$ cat src/rtl/alu_pkg.sv
// Shared ALU32 shifter definitions.
// Width defaults and the iterative shifter state encoding.
package alu_pkg;

  localparam int unsigned ALU_N = 32;
  localparam int unsigned ALU_M = 5;

  typedef enum logic [1:0] {
    IDLE,
    SHIFT,
    FINISH
  } shift_state_t;

endpackage

$ cat src/rtl/sll_iterative.sv
// Multi-cycle logical shift-left unit.
// One bit position per clock; DONE strobes once with Y held after.
module sll_iterative
  import alu_pkg::*;
#(
  parameter int unsigned N = ALU_N,
  parameter int unsigned M = ALU_M
) (
  input  logic         CLK,
  input  logic         RST,
  input  logic         START,
  input  logic [N-1:0] A,
  input  logic [M-1:0] SHIFT_AMT,
  output logic         BUSY,
  output logic         DONE,
  output logic [N-1:0] Y
);

  shift_state_t state_q, state_d;
  logic [N-1:0] data_q, data_d;
  logic [M-1:0] cnt_q, cnt_d;
  logic         busy_q, busy_d;
  logic         done_q, done_d;

  always_comb begin
    state_d = state_q;
    data_d  = data_q;
    cnt_d   = cnt_q;
    unique case (state_q)
      IDLE: begin
        if (START) begin
          data_d  = A;
          cnt_d   = SHIFT_AMT;
          state_d = (SHIFT_AMT == '0) ? FINISH : SHIFT;
        end
      end
      SHIFT: begin
        data_d = {data_q[N-2:0], 1'b0};
        cnt_d  = cnt_q - 1'b1;
        if (cnt_q == M'(1)) begin
          state_d = FINISH;
        end
      end
      FINISH: begin
        state_d = IDLE;
      end
      default: begin
        state_d = IDLE;
      end
    endcase
    // Status flags are registered copies of the next-state decode.
    busy_d = (state_d == SHIFT);
    done_d = (state_d == FINISH);
  end

  always_ff @(posedge CLK) begin
    if (RST) begin
      state_q <= IDLE;
      data_q  <= '0;
      cnt_q   <= '0;
      busy_q  <= 1'b0;
      done_q  <= 1'b0;
    end else begin
      state_q <= state_d;
      data_q  <= data_d;
      cnt_q   <= cnt_d;
      busy_q  <= busy_d;
      done_q  <= done_d;
    end
  end

  assign BUSY = busy_q;
  assign DONE = done_q;
  assign Y    = data_q;

endmodule

$ cat config.mk
export PLATFORM = sky130hd
export DESIGN_NAME = sll_iterative
export DESIGN_NICKNAME = d
export VERILOG_FILES = /design/src/rtl/alu_pkg.sv /design/src/rtl/sll_iterative.sv
export SDC_FILE = /design/constraint.sdc
export NUM_CORES = 1
export LEC_CHECK = 0
export CAP_MARGIN = 10
export CORE_ASPECT_RATIO = 2
export CORE_MARGIN = 3
export CORE_UTILIZATION = 39
export DETAILED_ROUTE_END_ITERATION = 12
export GPL_TIMING_DRIVEN = 0
export PLACE_DENSITY = 0.77
export SYNTH_ARGS = -nofsm -noshare
export SYNTH_HDL_FRONTEND = slang
export SYNTH_SLANG_ARGS = --single-unit
$ cat constraint.sdc
create_clock -name CLK -period 1.25 [get_ports CLK]
set_input_delay 0.375 -clock CLK [delete_from_list [all_inputs] [get_ports CLK]]
set_output_delay 0.375 -clock CLK [all_outputs]
set_load 0.005 [all_outputs]
==> run_results.csv <==
group,metric,value,unit
status,outcome,"complete, but fails checks",
finish,area_growth,76.0,%
global_routing,grt_pass1_wl,9780,um
synth,flip_flop_and_latch_count_after_synthesis,41,
hold_path,hold_depth,3,
global_routing,grt_antenna_before_repair,0,
critical_path,cp_slowest_stage_delay,0.38,ns
synth,netlist.area_leader.share,42.4,%
placement,port_buffers,72,
finish,layout_common_cells,"sky130_fd_sc_hd__clkdlybuf4s50_1, sky130_fd_sc_hd__dfxtp_2, sky130_fd_sc_hd__buf_4, sky130_fd_sc_hd__nor2_1, sky130_fd_sc_hd__clkdlybuf4s15_1",
finish,layout.cells.non_filler,365,
placement,post-place-cells,323,
critical_path,crit_buf_inv,3,
timing,max_freq,729,MHz
floorplanning,chipWidth,55.8,um
critical_path,regToRegStartpoint,"state_q[1]",
synth,syn_inst,196,
critical_path,worst-endpoint-required,1.39,ns
synth,sequential_area_share_after_synthesis,42.4,%
pwr,power.density_cell_area,1200,nW/um2
critical_path,worst_path_dominant_cell_family,"flip-flops",
critical_path,critPathMostFrequentCell,"sky130_fd_sc_hd__buf_12",
route,detailedRoute.firstPassIterationCount,4,
route,final_antenna_net_count,0,
run,cap_viol_max_count,0,
synth,synthesis.area,1930,um2
critical_path,regToRegSetupSlack,-0.12,ns
floorplanning,num_rows,35,
timing,finalCriticalPeriod,1.37,ns
route,vias,2001,
global_routing,gr-total-overflow,0,
synth,mean_instance_size_in_the_synthesized_netlist,9.87,um2
finish,final_net_count,351,
synth,netlist-cell-type-count,32,
pwr,leakagePower,1.41,nW
critical_path,critical_path_peak_fanout,7,
clock_network,cts-htree-levels,2,
finish,ratio_of_cells_with_drive_above_1_in_the_final_layout,42.9,%
placement,placed_cell_area,2720,um2
clock_network,ctsHoldBuffers,0,
critical_path,crit_arrival,1.51,ns
route,drc_errors,0,
clock_network,clock_tree.root_cell,"sky130_fd_sc_hd__clkbuf_8",
timing,final_min_period_over_clock_period,110,%
route,final_wirelength,6360,um
placement,globalplace.congestion,0.860,
hold_path,min_delay_worst_endpoint,"state_q[1]",
finish,n_antenna_cell,0,
timing,slew_headroom,59.5,%
timing,clock-skew-final,0.00598,ns
finish,stdcell_area,3400,um2
placement,dp.final_hpwl,3910,um
timing,tightest_slew,0.608,ns
critical_path,critical_path_class,"reg -> reg",
critical_path,critical_path.reg2reg.endpoint,"Y[22]",
finish,layout_commonest_cell,"sky130_fd_sc_hd__clkdlybuf4s50_1",
critical_path,worst_r2r_path_depth,6,
critical_path,critical_path_end_type,"flop",
floorplanning,floorplan.core_area,4690,um2
timing,fin_max_slew_vios,0,
timing,grt_setup_unrepaired,"yes",
timing,setup_viol,21,
timing,worst_slack,-0.122,ns
hold_path,worst_hold_startpoint,"START",
status,failed_checks,"negative setup slack",
clock_network,cts_tree,"built",
critical_path,launching_element_type_of_the_critical_path,"flop",
clock_network,tritoncts_num_sinks,41,
global_routing,grt_pass1_vias,2015,
clock_network,clock_latency,0.29,ns
floorplanning,die-area,5890,um2
hold_path,hold_class,"in -> reg",
route,post_drt_via_cell_ratio,5.48,
floorplanning,io_pins,74,
clock_network,clock_edge_transition_at_the_registers_on_the_reported_setup_and_hold_paths,0.08,ns
critical_path,crit_path_top_delay_cell,"sky130_fd_sc_hd__dfxtp_4",
synth,yosysWarningCount,0,
global_routing,groute.usage.overall,20.8,%
critical_path,path_cells,"nor2b_4 > buf_12 > buf_4 > buf_12 > mux2i_1 > a211oi_1",
floorplanning,start_util,41.3,%
synth,synth_area_leaders,"sky130_fd_sc_hd__dfxtp_1, sky130_fd_sc_hd__mux2i_1, sky130_fd_sc_hd__a211oi_1",
global_routing,pin_count_of_the_biggest_net_entering_global_routing,12,
synth,postSynthNetCount,238,
pwr,max-vdd-ir-drop,0.00106,V
clock_network,cts-root-to-sink-buffers,2,
route,route.detailed.wl_per_inst,17.4,um
synth,synth_area_leader_cell,"sky130_fd_sc_hd__dfxtp_1",
timing,finalHoldViolations,0,
route,detail_route.iter0.violations,38,
clock_network,cts-buffers-inserted,5,
floorplanning,die_h,106,um
==> cell type report <==
class / count / area (um2)
Inverter: 5 / 21.3
Clock buffer: 8 / 80.1
Multi-Input combinational cell: 133 / 1180
Buffer: 16 / 169
Fill cell: 330 / 1280
Sequential cell: 41 / 872
Timing Repair Buffer: 107 / 1010
Tap cell: 55 / 68.8
==> report_power, final <==
part	switching [W]	leakage (nW)	internal [W]
clock	0.000454	0.0395	0.000398
sequential	0.000148	0.352	0.00153
combinational	0.000674	1.02	0.000890
total	0.00127	1.41	0.00282
==> routing by layer <==
layer	share of wire [%]	track usage (%)	up-vias
met2	57	38.1	62
met5	0	0	-
met4	4.0	11.5	0
met1	35	21.4	984
met3	3.8	4.04	20
li1	-	-	935
==> kinds of logic after synthesis <==
family                     after synthesis  share of synthesized area, %
DFF                                     41                          42.4
AOI/OAI and AO/OA                       53                          19.0
buffers and inverters                   22                          7.83
adders and majority gates                2                          1.29
xor gates and xnor gates                 2                         0.906
muxes                                   32                          16.6
and+or+nand+nor                         44                          12.0
==> per-stage QoR <==
| stage | setup slack (ns) | hold slack, ns | util [%] | setup TNS [ns] | total power [W] |
|---|---|---|---|---|---|
| 6_report | -0.122 | 0.515 | 72.7 | -0.903 | 0.00409 |
| 3_3_place_gp | -0.635 | 0.503 | 58.1 | -22.33 | 0.00280 |
| 4_1_cts | -0.113 | 0.508 | 67.3 | -1.54 | 0.00381 |
| 5_1_grt | -0.173 | 0.546 | 72.7 | -2.00 | 0.00429 |
| 3_5_place_dp | -0.665 | 0.511 | 58.1 | -23.46 | 0.00282 |
| 2_1_floorplan | 0.0335 | 0.506 | - | 0 | 0.00224 |
==> timing repair <==
action | CTS | global route
buffers inserted | 20 | 14
gates cloned | 3 | 0
pin swaps | 19 | 14
resized for setup | 109 | 75
endpoints found under the setup margin | 74 | 65
==> worst max-delay path by stage <==
| stage | from | endpoint | slack, ns | depth (start not counted) |
|---|---|---|---|---|
| final | state_q[1] | Y[22] | -0.12 | 6 |
| after global routing | state_q[1] | Y[22] | -0.17 | 6 |
| after CTS | state_q[1] | Y[14] | -0.11 | 7 |
| after detailed placement | START | Y[31] | -0.66 | 6 |
| after global placement | START | Y[22] | -0.63 | 6 |
| after floorplan | state_q[1] | Y[28] | 0.03 | 6 |
==> flip-flops by register name, indices dropped and copies added, names as in the netlist <==
register,count
BUSY,1
DONE,1
Y,32
cnt_q,5
state_q,2
==> synthesized netlist by cell type, drive strengths merged <==
cell type / count
o21ai: 7
nor2b: 3
nor4b: 2
dfxtp: 41
mux2i: 32
o21bai: 1
clkbuf: 5
nor2: 29
nand4b: 1
nand3b: 1
o2bb2ai: 2
a21oi: 7
o311a: 1
ha: 2
a2111oi: 1
inv: 5
a22oi: 3
nand2b: 2
xnor2: 2
o22ai: 2
nor3b: 2
buf: 12
nand2: 2
nor3: 2
a211oi: 29
==> worst reg2reg max path, cell delays in order (launching register included) <==
cell and delay [ns]:
sky130_fd_sc_hd__dfxtp_4 0.38, sky130_fd_sc_hd__nor2b_4 0.14, sky130_fd_sc_hd__buf_12 0.14, sky130_fd_sc_hd__buf_4 0.12, sky130_fd_sc_hd__buf_12 0.11, sky130_fd_sc_hd__mux2i_1 0.22, sky130_fd_sc_hd__a211oi_1 0.11
Note: power is estimated with default switching activity, not from simulation.
